==> src/rtl/store_size_unit_pkg.sv <==
// Shared definitions for the store-size path: StoreSize encodings, FSM states
// and the read-latency counter width.
package store_size_unit_pkg;

  localparam logic [1:0] SS_WORD = 2'b00;
  localparam logic [1:0] SS_HALF = 2'b01;
  localparam logic [1:0] SS_BYTE = 2'b10;

  localparam int CNT_W = 3;

  typedef enum logic [2:0] {
    S_IDLE,
    S_READ,
    S_MERGE,
    S_WRITE,
    S_DONE
  } state_t;

  function automatic logic is_sub_word(input logic [1:0] size);
    return (size == SS_HALF) || (size == SS_BYTE);
  endfunction

endpackage

==> src/rtl/store_size_unit_byte_lane_merge.sv <==
// Little-endian byte-lane merge: drops the low byte or halfword of regb into
// the read word at the lane picked by addr_lo; word (and reserved) size passes regb.
module byte_lane_merge
  import store_size_unit_pkg::*;
#(
  parameter int DATA_W = 32
) (
  input  logic [DATA_W-1:0] rd_word,
  input  logic [DATA_W-1:0] regb,
  input  logic [1:0]        size,
  input  logic [1:0]        addr_lo,
  output logic [DATA_W-1:0] merged
);

  always_comb begin
    merged = rd_word;
    case (size)
      SS_BYTE: merged[{addr_lo, 3'b000} +: 8]        = regb[7:0];
      SS_HALF: merged[{addr_lo[1], 4'b0000} +: 16]   = regb[15:0];
      default: merged                                = regb;
    endcase
  end

endmodule

==> src/rtl/store_size_unit.sv <==
// Store-path sequencer: word stores write directly, sub-word stores do a
// read-modify-write. Optional alignment trap enabled by macro ALIGN_CHECK_EN.
//
// state   | meaning
// --------+----------------------------------------------------------
// S_IDLE  | waiting for start; latches request on start
// S_READ  | word address presented, down-counter covers read latency
// S_MERGE | MemData captured into word register at end of cycle
// S_WRITE | MemWr high, merged word driven
// S_DONE  | done pulse (misaligned with it on an alignment fault)
module store_size_unit
  import store_size_unit_pkg::*;
#(
  parameter int MEM_RD_LATENCY = 1,
  parameter int DATA_W         = 32
) (
  input  logic              clk,
  input  logic              reset,
  input  logic              start,
  input  logic [1:0]        StoreSize,
  input  logic [DATA_W-1:0] Address,
  input  logic [DATA_W-1:0] RegB,
  input  logic [DATA_W-1:0] MemData,
  output logic [DATA_W-1:0] MemAddr,
  output logic              MemWr,
  output logic [DATA_W-1:0] MemWriteData,
  output logic              busy,
  output logic              done,
  output logic              misaligned
);

  localparam logic [CNT_W-1:0] RD_LAT = CNT_W'(MEM_RD_LATENCY);

  state_t            state_q, state_d;
  logic [CNT_W-1:0]  cnt_q, cnt_d;
  logic [DATA_W-1:0] addr_q, regb_q, word_q, merged;
  logic [1:0]        size_q;
  logic              fault;
  logic              accept;

  assign accept = (state_q == S_IDLE) && start;

`ifdef ALIGN_CHECK_EN
  logic mis_q;

  // reserved size behaves as a word store, so it shares the word alignment rule
  assign fault = ((StoreSize == SS_HALF) && Address[0]) ||
                 (!is_sub_word(StoreSize) && (Address[1:0] != 2'b00));

  always_ff @(posedge clk or negedge reset) begin
    if (!reset) mis_q <= 1'b0;
    else if (accept) mis_q <= fault;
  end

  assign misaligned = done && mis_q;
`else
  assign fault      = 1'b0;
  assign misaligned = 1'b0;
`endif

  always_ff @(posedge clk or negedge reset) begin
    if (!reset) begin
      state_q <= S_IDLE;
      cnt_q   <= '0;
      addr_q  <= '0;
      regb_q  <= '0;
      size_q  <= SS_WORD;
      word_q  <= '0;
    end else begin
      state_q <= state_d;
      cnt_q   <= cnt_d;
      if (accept) begin
        addr_q <= Address;
        regb_q <= RegB;
        size_q <= StoreSize;
      end
      if (state_q == S_MERGE) word_q <= MemData;
    end
  end

  always_comb begin
    state_d = state_q;
    cnt_d   = cnt_q;
    case (state_q)
      S_IDLE: begin
        if (start) begin
          if (fault) begin
            state_d = S_DONE;
          end else if (is_sub_word(StoreSize)) begin
            state_d = S_READ;
            cnt_d   = RD_LAT;
          end else begin
            state_d = S_WRITE;
          end
        end
      end
      S_READ: begin
        if (cnt_q == CNT_W'(1)) state_d = S_MERGE;
        else cnt_d = cnt_q - CNT_W'(1);
      end
      S_MERGE: state_d = S_WRITE;
      S_WRITE: state_d = S_DONE;
      S_DONE:  state_d = S_IDLE;
      default: state_d = S_IDLE;
    endcase
  end

  byte_lane_merge #(.DATA_W(DATA_W)) u_merge (
    .rd_word (word_q),
    .regb    (regb_q),
    .size    (size_q),
    .addr_lo (addr_q[1:0]),
    .merged  (merged)
  );

  assign busy         = (state_q != S_IDLE);
  assign done         = (state_q == S_DONE);
  assign MemWr        = (state_q == S_WRITE);
  assign MemAddr      = busy ? {addr_q[DATA_W-1:2], 2'b00} : '0;
  assign MemWriteData = MemWr ? merged : '0;

endmodule

==> config.mk <==
export PLATFORM = sky130hd
export DESIGN_NAME = store_size_unit
export DESIGN_NICKNAME = d
export VERILOG_FILES = /design/src/rtl/store_size_unit_pkg.sv /design/src/rtl/store_size_unit_byte_lane_merge.sv /design/src/rtl/store_size_unit.sv
export SDC_FILE = /design/constraint.sdc
export NUM_CORES = 1
export LEC_CHECK = 0
export ABC_AREA = 1
export CELL_PAD_IN_SITES_DETAIL_PLACEMENT = 1
export CELL_PAD_IN_SITES_GLOBAL_PLACEMENT = 1
export CORE_ASPECT_RATIO = 1.4
export CORE_MARGIN = 5
export CORE_UTILIZATION = 36
export DETAILED_ROUTE_END_ITERATION = 8
export PLACE_DENSITY = 0.86
export SLEW_MARGIN = 15
export SYNTH_ARGS = -nofsm -noshare
export SYNTH_HDL_FRONTEND = slang
export SYNTH_SLANG_ARGS = --single-unit
==> constraint.sdc <==
create_clock -name clk -period 4.5 [get_ports clk]
set_input_delay 1.125 -clock clk [delete_from_list [all_inputs] [get_ports clk]]
set_output_delay 1.125 -clock clk [all_outputs]
set_load 0.03 [all_outputs]
==> flow_metrics.env, run 1 <==
export IMPL_outcome="complete, no violations"
export IMPL_cts_buffers=9
export IMPL_ir_worst_vdd_mv=0.439
export IMPL_dieWidth_microns=117
export IMPL_synth_top_family_by_area="simple AND/OR/NAND/NOR gates"
export IMPL_synth_top_area_cell="dfrtp_1"
export IMPL_htree_levels=3
export IMPL_crit_top_cell="nand2_1"
export IMPL_cts_sink_count=104
export IMPL_clkLatencyLatePin_ps=360
export IMPL_syn_avg_cell_area_sq_um=7.04
export IMPL_utilization_pct=49.8
export IMPL_synth_compound_area_share_pct=11.3
export IMPL_final_layout_size_suffix_gt1_share_pct=4.57
export IMPL_path_depth=10
export IMPL_synth_edf_count=0
export IMPL_fmax_ghz=0.240
export IMPL_nNetsFinal=1069
export IMPL_overflow=0
export IMPL_slowest_stage="clkdlybuf4s50_1"
export IMPL_post_cts_setup_buffer_count=0
export IMPL_clockBufferDepth=2
export IMPL_fin_crit_ps=4160
export IMPL_r2r_cells=7
export IMPL_grt_pass1_wl_mm=32.0
export IMPL_synthTopCellsByCount="298 x nand2_1, 104 x dfrtp_1, 101 x nor2_1, 81 x a21oi_1, 65 x inv_1"
export IMPL_antennaDiodeCount=0
export IMPL_dieArea_sq_um=18600
export IMPL_cts_root_buf="clkbuf_16"
export IMPL_tightestPinTransition_ps=1110
export IMPL_antenna_found_initial=0
export IMPL_ys_seq_elements=104
export IMPL_path_class="register to output port"
export IMPL_area_delta_synth_final_pct=35.7
export IMPL_yosys_area_top_type_share_pct=45.5
export IMPL_powerDensity_nw_per_um2=796
export IMPL_cp_required_ps=3380
export IMPL_drcViolationCount=0
export IMPL_initial_utilization_pct=36.7
export IMPL_core_rowCount=54
export IMPL_placed_area_sq_um=7450
export IMPL_post_cts_resized=0
export IMPL_die_y_microns=159
export IMPL_final_cell_area_sq_um=7770
export IMPL_final_hold_viol_count=0
export IMPL_yosys_top_cells_area="dfrtp_1 45%, nand2_1 20%, a21oi_1 7.1%"
export IMPL_holdWs_ps=474
export IMPL_dr_pass1_iters=4
export IMPL_maxCapViolations=0
export IMPL_seq_area_frac_synth_pct=45.5
export IMPL_synth_simple_area_share_pct=31.9
export IMPL_synth_most_common_cell="nand2_1"
export IMPL_slew_limit_headroom_pct=26.0
export IMPL_synthDistinctLibCells=29
export IMPL_cts_tree="done"
export IMPL_ys_flop_type="dfrtp_1"
export IMPL_end_kind="output port"
export IMPL_synth_fa_ha_area_share_pct=1.97
export IMPL_track_usage_pct=21.9
export IMPL_hold_depth=2
export IMPL_finalClockSkew_ps=10.0
export IMPL_cp_arrival_ps=3040
export IMPL_rsz0062_at_grt="false"
export IMPL_min_period_over_period_pct=92.5
export IMPL_cpPeakStageDelay_ps=730
export IMPL_synth_mux_area_share_pct=0
export IMPL_fp_coreArea_sq_um=15600
export IMPL_fillers=1961
export IMPL_drt_iter0_markers=277
export IMPL_grt_max_degree=109
export IMPL_grt_pass1_vias=6178
export IMPL_path_cells="inv_1 > ha_1 > inv_1 > nand2_1 > nor2_1 > nand2_1 > nand2_1 > nand2_1 > a21oi_1 > clkdlybuf4s50_1"
export IMPL_syn_area_sq_um=5720
export IMPL_setup_viol=0
export IMPL_ctsHoldBuffers=0
export IMPL_clk_pin_slew_ps=70
export IMPL_gp_congestion=0.871
export IMPL_port_buffers=165
export IMPL_setup_tns_ps=0
export IMPL_wl_mm=19.9
export IMPL_cp_top_family="buffers and inverters"
export IMPL_ff_latch_area_sq_um=2600
export IMPL_dpl_hpwl_mm=14.7
export IMPL_viasPerCell=4.99
export IMPL_hp_class="register to register"
export IMPL_synthCells=813
export IMPL_io_pins=169
export IMPL_async_flop_share_pct=100
export IMPL_multi_input_area_sq_um=2600
export IMPL_vias=5780
export IMPL_p_leak_uw=0.00382
export IMPL_wire_per_inst_microns=17.2
export IMPL_synth_xor_area_share_pct=0.153
export IMPL_finalMaxSlewViolations=0
export IMPL_critPathBufInv=3
export IMPL_critPathMaxFanout=13
export IMPL_drtAntennaViolNets=0
export IMPL_ys_warn_count=0
export IMPL_cp_start_kind="register"
cell type report:
| type | count | share of cell area [%] |
|---|---|---|
| flip-flops and latches | 104 | 33.5 |
| multi-input cells | 597 | 33.5 |
| repair buffers | 176 | 22.3 |
| inverters | 71 | 3.43 |
| well taps | 196 | 3.16 |
| clock buffers | 9 | 2.90 |
| clock inverters | 6 | 1.21 |
power by group:
part | internal, uW | switching, uW
Clock | 489 | 369
Combinational | 1240 | 2400
Sequential | 1370 | 320
Total | 3100 | 3090
final timing paths:
check | start | endpoint | slack, ps
setup / recovery | addr_q[0] | MemWriteData[31] | 340
hold / removal | word_q[5] | word_q[5] | 470
setup reg to reg | state_q[2] | regb_q[14] | 1580
hold reg to reg | word_q[5] | word_q[5] | 470
max in group asynchronous | reset | word_q[16] | 2760
min in group asynchronous | reset | state_q[2] | 880
sequential cells by signal, summed over array words and instances (netlist names):
name     flops
addr_q      32
word_q      32
cnt_q        3
regb_q      32
size_q       2
state_q      3
cells in the final DEF (no fill, tap or decap), drive strengths merged:
| cell type | instances |
|---|---|
| clkinvlp | 3 |
| ha | 9 |
| nand4 | 2 |
| nor3 | 2 |
| clkdlybuf4s50 | 164 |
| xnor2 | 1 |
| nor2 | 106 |
| clkinv | 3 |
| nand3 | 43 |
| or2 | 1 |
| a21oi | 81 |
| inv | 69 |
| conb | 3 |
| dfrtp | 104 |
| clkbuf | 9 |
| buf | 12 |
| a31oi | 1 |
| o21ai | 46 |
| nand2 | 302 |
| bufinv | 2 |
worst reg2reg max path, stage by stage (launching register included):
cell and delay, ps:
dfrtp_1 470, nor2_4 170, nand2_2 90, inv_2 430, buf_4 450, nand2_4 630, nor2_1 420, a21oi_1 80
metal layers:
metal	share of wire, %	wire (microns)	GRT usage (%)	up-vias
li1	-	-	-	2815
met1	39	7740	24.8	2785
met2	53	10500	39.1	153
met3	5.6	1120	4.94	27
met4	2.6	521	8.66	0
met5	0	0	0	-
per-stage QoR:
stage / total power [uW] / setup slack, ps / std cells
floorplan: 4000 / 1260 / 815
global placement: 5240 / 840 / 1144
detailed placement: 5350 / 756 / 1144
CTS: 6240 / 358 / 1159
global route: 6660 / 140 / 1159
finish: 6180 / 338 / 1159
cells by family after synthesis:
family,Yosys count
AOI/OAI and AO/OA,128
xor gates and xnor gates,1
adders and majority gates,9
buffers and inverters,114
DFF,104
other,1
and+or+nand+nor,456
No activity file was read; power rests on OpenSTA's default activity.
==> run 2: changes to the inputs <==
--- a/config.mk
+++ b/config.mk
@@ -12,6 +12,7 @@
 export CORE_MARGIN = 5
 export CORE_UTILIZATION = 36
 export DETAILED_ROUTE_END_ITERATION = 8
+export MAX_ROUTING_LAYER = met4
 export PLACE_DENSITY = 0.86
 export SLEW_MARGIN = 15
 export SYNTH_ARGS = -nofsm -noshare
==> flow_metrics.env, run 2 (synthesis results as in run 1) <==
export IMPL_outcome="complete, no violations"
export IMPL_clockBufferDepth=2
export IMPL_fmax_ghz=0.241
export IMPL_die_y_microns=159
export IMPL_min_period_over_period_pct=92.3
export IMPL_cp_required_ps=3380
export IMPL_vias=5768
export IMPL_crit_start="addr_q[0]"
export IMPL_antenna_found_initial=0
export IMPL_area_delta_synth_final_pct=35.7
export IMPL_io_pins=169
export IMPL_placed_area_sq_um=7450
export IMPL_fin_crit_ps=4150
export IMPL_wl_mm=19.9
export IMPL_grt_pass1_vias=6191
export IMPL_port_buffers=165
export IMPL_core_rowCount=54
export IMPL_clk_pin_slew_ps=70
export IMPL_dieWidth_microns=117
export IMPL_finalMaxSlewViolations=0
export IMPL_cts_root_buf="clkbuf_16"
export IMPL_path_class="register to output port"
export IMPL_slew_limit_headroom_pct=25.8
export IMPL_setup_tns_ps=0
export IMPL_fillers=1961
export IMPL_antennaDiodeCount=0
export IMPL_dieArea_sq_um=18600
export IMPL_hp_class="register to register"
export IMPL_final_cell_mix="298 x nand2_1, 164 x clkdlybuf4s50_1, 104 x dfrtp_1"
export IMPL_post_cts_resized=0
export IMPL_wire_per_inst_microns=17.2
export IMPL_path_cells="inv_1 > ha_1 > inv_1 > nand2_1 > nor2_1 > nand2_1 > nand2_1 > nand2_1 > a21oi_1 > clkdlybuf4s50_1"
export IMPL_min_from="word_q[5]"
export IMPL_htree_levels=3
export IMPL_critPathMaxFanout=13
export IMPL_initial_utilization_pct=36.7
export IMPL_cp_start_kind="register"
export IMPL_grt_max_degree=109
export IMPL_cts_tree="done"
export IMPL_ir_worst_vdd_mv=0.440
export IMPL_end_kind="output port"
export IMPL_slowest_stage="clkdlybuf4s50_1"
export IMPL_gp_congestion=0.886
export IMPL_cpPeakStageDelay_ps=720
export IMPL_powerDensity_nw_per_um2=797
export IMPL_hold_depth=2
export IMPL_final_layout_size_suffix_gt1_share_pct=4.57
export IMPL_final_common_cell="nand2_1"
export IMPL_maxCapViolations=0
export IMPL_drtAntennaViolNets=0
export IMPL_rsz0062_at_grt="false"
export IMPL_dr_pass1_iters=4
export IMPL_finalClockSkew_ps=10.8
export IMPL_ff_latch_area_sq_um=2600
export IMPL_reg2reg_setup_slack_ps=1580
export IMPL_cts_sink_count=104
export IMPL_final_cell_area_sq_um=7770
export IMPL_r2r_end="regb_q[14]"
export IMPL_holdPathEnd="word_q[5]"
export IMPL_reg_top3="addr_q: 32 flops, regb_q: 32 flops, word_q: 32 flops"
export IMPL_grt_pass1_wl_mm=31.9
export IMPL_multi_input_area_sq_um=2600
export IMPL_drt_iter0_markers=292
export IMPL_setup_viol=0
export IMPL_track_usage_pct=22.6
export IMPL_p_leak_uw=0.00382
export IMPL_cp_arrival_ps=3030
export IMPL_cts_buffers=9
export IMPL_clkLatencyLatePin_ps=360
export IMPL_dpl_hpwl_mm=14.7
export IMPL_viasPerCell=4.98
export IMPL_fp_coreArea_sq_um=15600
export IMPL_drcViolationCount=0
export IMPL_tightestPinTransition_ps=1110
export IMPL_final_hold_viol_count=0
export IMPL_overflow=0
export IMPL_cp_top_family="buffers and inverters"
export IMPL_post_cts_setup_buffer_count=0
export IMPL_ctsHoldBuffers=0
export IMPL_crit_top_cell="nand2_1"
export IMPL_nNetsFinal=1069
export IMPL_path_depth=10
export IMPL_critPathBufInv=3
export IMPL_r2r_start="state_q[2]"
export IMPL_r2r_cells=7
## run 2: final cells by class
type | count | share of cell area [%]
Clock inverter | 6 | 1.21
Sequential cell | 104 | 33.5
Clock buffer | 9 | 2.90
Tap cell | 196 | 3.16
Multi-Input combinational cell | 597 | 33.5
Inverter | 71 | 3.43
Timing Repair Buffer | 176 | 22.3
## run 2: how the worst max path moves through the flow
stage	end	slack, ps
after floorplan	MemWriteData[16]	1260
after global placement	MemWriteData[23]	840
after detailed placement	MemWriteData[19]	760
after CTS	MemWriteData[19]	360
after global routing	MemWriteData[22]	150
final	MemWriteData[31]	350
## run 2: where the power goes
group	switching, uW	total, uW	internal, uW
registers	323	1690	1370
logic	2400	3630	1240
clock network	373	862	489
## run 2: worst reg2reg max path, delay by kind of cell, from the launching register on
family | cells | cell delay [ps]
and+or+nand+nor | 4 | 1320
DFF | 1 | 470
AOI/OAI and AO/OA | 1 | 80
buffers and inverters | 2 | 890
## run 2: stage by stage
stage	worst slack, ps	hold WS, ps	util, %	total power, uW	std cells
global placement	840	449	47.7	5240	1144
floorplan	1260	437	-	4000	815
CTS	358	477	49.8	6240	1159
global route	145	493	49.8	6660	1159
detailed placement	756	459	47.7	5350	1144
finish	349	474	49.8	6190	1159
## run 2: routing by layer
metal	track usage, %	wire length [microns]
met3	4.37	1080
met2	39.2	10500
met4	8.61	450
met5	-	0
met1	25.2	7850
==> run 3: changes to the inputs <==
--- a/config.mk
+++ b/config.mk
@@ -8,7 +8,6 @@
 export ABC_AREA = 1
 export CELL_PAD_IN_SITES_DETAIL_PLACEMENT = 1
 export CELL_PAD_IN_SITES_GLOBAL_PLACEMENT = 1
-export CORE_ASPECT_RATIO = 1.4
 export CORE_MARGIN = 5
 export CORE_UTILIZATION = 36
 export DETAILED_ROUTE_END_ITERATION = 8
==> flow_metrics.env, run 3 (synthesis results as in run 1) <==
export IMPL_cts_tree="done"
export IMPL_pre_cts_slack_ps=692
export IMPL_ir_worst_vdd_mv=0.463
export IMPL_r2r_end="regb_q[14]"
export IMPL_min_from="regb_q[24]"
export IMPL_port_buffers=165
export IMPL_highest_layer="met4"
export IMPL_wl_met2_mm=10.0
export IMPL_min_period_over_period_pct=93.9
export IMPL_multi_input_area_sq_um=2600
export IMPL_cp_start_kind="register"
export IMPL_drt_iter0_markers=257
export IMPL_post_cts_setup_buffer_count=0
export IMPL_fp_coreArea_sq_um=15700
export IMPL_fin_crit_ps=4220
export IMPL_reg_top3="addr_q: 32 flops, regb_q: 32 flops, word_q: 32 flops"
export IMPL_end_kind="output port"
export IMPL_r2r_start="state_q[2]"
export IMPL_cpPeakStageDelay_ps=730
export IMPL_critPathBufInv=2
export IMPL_maxCapViolations=0
export IMPL_cts_sink_count=104
export IMPL_hp_class="register to register"
export IMPL_overflow=0
export IMPL_outcome="complete, no violations"
export IMPL_io_pins=169
export IMPL_p_leak_uw=0.00384
export IMPL_tightestPinTransition_ps=1120
export IMPL_dpl_hpwl_mm=15.1
export IMPL_hold_depth=2
export IMPL_drtAntennaViolNets=0
export IMPL_cp_required_ps=3380
export IMPL_finalMaxSlewViolations=0
export IMPL_cts_root_buf="clkbuf_16"
export IMPL_htree_levels=3
export IMPL_wl_met3_mm=1.64
export IMPL_slew_limit_headroom_pct=25.3
export IMPL_finalClockSkew_ps=9.61
export IMPL_ctsHoldBuffers=0
export IMPL_powerDensity_nw_per_um2=797
export IMPL_vias=5835
export IMPL_final_cell_mix="298 x nand2_1, 164 x clkdlybuf4s50_1, 104 x dfrtp_1"
export IMPL_m1WireLength_mm=8.23
export IMPL_area_delta_synth_final_pct=36.6
export IMPL_wire_per_inst_microns=17.2
export IMPL_drcViolationCount=0
export IMPL_fmax_ghz=0.237
export IMPL_rsz0062_at_grt="false"
export IMPL_holdPathEnd="regb_q[24]"
export IMPL_path_class="register to output port"
export IMPL_cp_top_family="buffers and inverters"
export IMPL_core_rowCount=46
export IMPL_grt_pass1_wl_mm=31.9
export IMPL_post_cts_resized=0
export IMPL_setup_viol=0
export IMPL_final_common_cell="nand2_1"
export IMPL_critPathMaxFanout=13
export IMPL_fillers=2031
export IMPL_setup_ws_ps=275
export IMPL_clockBufferDepth=2
export IMPL_track_usage_pct=22.8
export IMPL_cp_arrival_ps=3100
export IMPL_slowest_stage="clkdlybuf4s50_1"
export IMPL_grt_pass1_vias=6108
export IMPL_placed_area_sq_um=7470
export IMPL_nNetsFinal=1069
export IMPL_initial_utilization_pct=36.4
export IMPL_ff_latch_area_sq_um=2600
export IMPL_dr_pass1_iters=4
export IMPL_setup_tns_ps=0
export IMPL_path_cells="inv_1 > ha_1 > nor2_1 > nand2_1 > nand2_1 > nand2_1 > a21oi_1 > clkdlybuf4s50_1"
export IMPL_clkLatencyLatePin_ps=360
export IMPL_antenna_found_initial=1
export IMPL_gp_congestion=0.893
export IMPL_wl_mm=20.3
export IMPL_grt_max_degree=109
export IMPL_dieArea_sq_um=18500
export IMPL_crit_top_cell="nand2_1"
export IMPL_reg2reg_setup_slack_ps=1660
export IMPL_final_cell_area_sq_um=7820
export IMPL_viasPerCell=4.94
export IMPL_final_hold_viol_count=0
export IMPL_die_y_microns=136
export IMPL_clk_pin_slew_ps=70
export IMPL_final_layout_size_suffix_gt1_share_pct=4.67
export IMPL_dieWidth_microns=136
export IMPL_r2r_cells=7
export IMPL_cts_buffers=9
[run 3: cell count changes in the layout (fill, tap and decap cells not counted)]
| cell | previous run | this run |
|---|---|---|
| clkinvlp_4 | 3 | 1 |
| inv_1 | 64 | 65 |
| diode_2 | 0 | 1 |
| clkbuf_8 | 0 | 2 |
| clkinv_1 | 3 | 2 |
| clkinv_4 | 0 | 1 |
[run 3: final cells by class]
class,instances,share of cell area [%]
multi-input cells,597,33.3
diodes,1,0.0320
inverters,71,3.41
repair buffers,176,22.2
clock buffers,11,3.23
clock inverters,5,1.12
well taps,216,3.46
flip-flops and latches,104,33.3
[run 3: how the worst max path moves through the flow]
| stage | startpoint | to | slack (ps) | cells past startpoint |
|---|---|---|---|---|
| final | addr_q[0] | MemWriteData[31] | 280 | 8 |
| after global routing | addr_q[0] | MemWriteData[20] | 40 | 9 |
| after CTS | addr_q[0] | MemWriteData[20] | 310 | 9 |
| after detailed placement | addr_q[0] | MemWriteData[20] | 690 | 9 |
| after global placement | addr_q[0] | MemWriteData[31] | 790 | 8 |
| after floorplan | addr_q[0] | MemWriteData[16] | 1260 | 9 |
[run 3: power breakdown]
part	internal (uW)	switching, uW	total (uW)
sequential	1370	311	1680
combinational	1240	2420	3650
clock	523	371	895
total	3130	3100	6230
[run 3: through the flow]
step	hold WS, ps	std cells	power [uW]	util (%)
floorplan	437	815	4000	-
global placement	448	1164	5250	47.6
detailed placement	458	1164	5350	47.6
CTS	475	1180	6280	49.7
global route	497	1181	6720	49.7
finish	471	1181	6230	49.7
[run 3: worst reg2reg max path, cell delays in order (launching register included)]
cell and delay [ps]:
dfrtp_1 470, nor2_4 170, nand2_2 80, inv_2 410, buf_4 440, nand2_4 660
nor2_1 390, a21oi_1 70
[run 3: layer usage]
metal	track usage, %	vias to the layer above
met4	6.55	0
met5	-	-
met2	37.4	164
met1	27.0	2825
li1	-	2820
met3	7.14	26
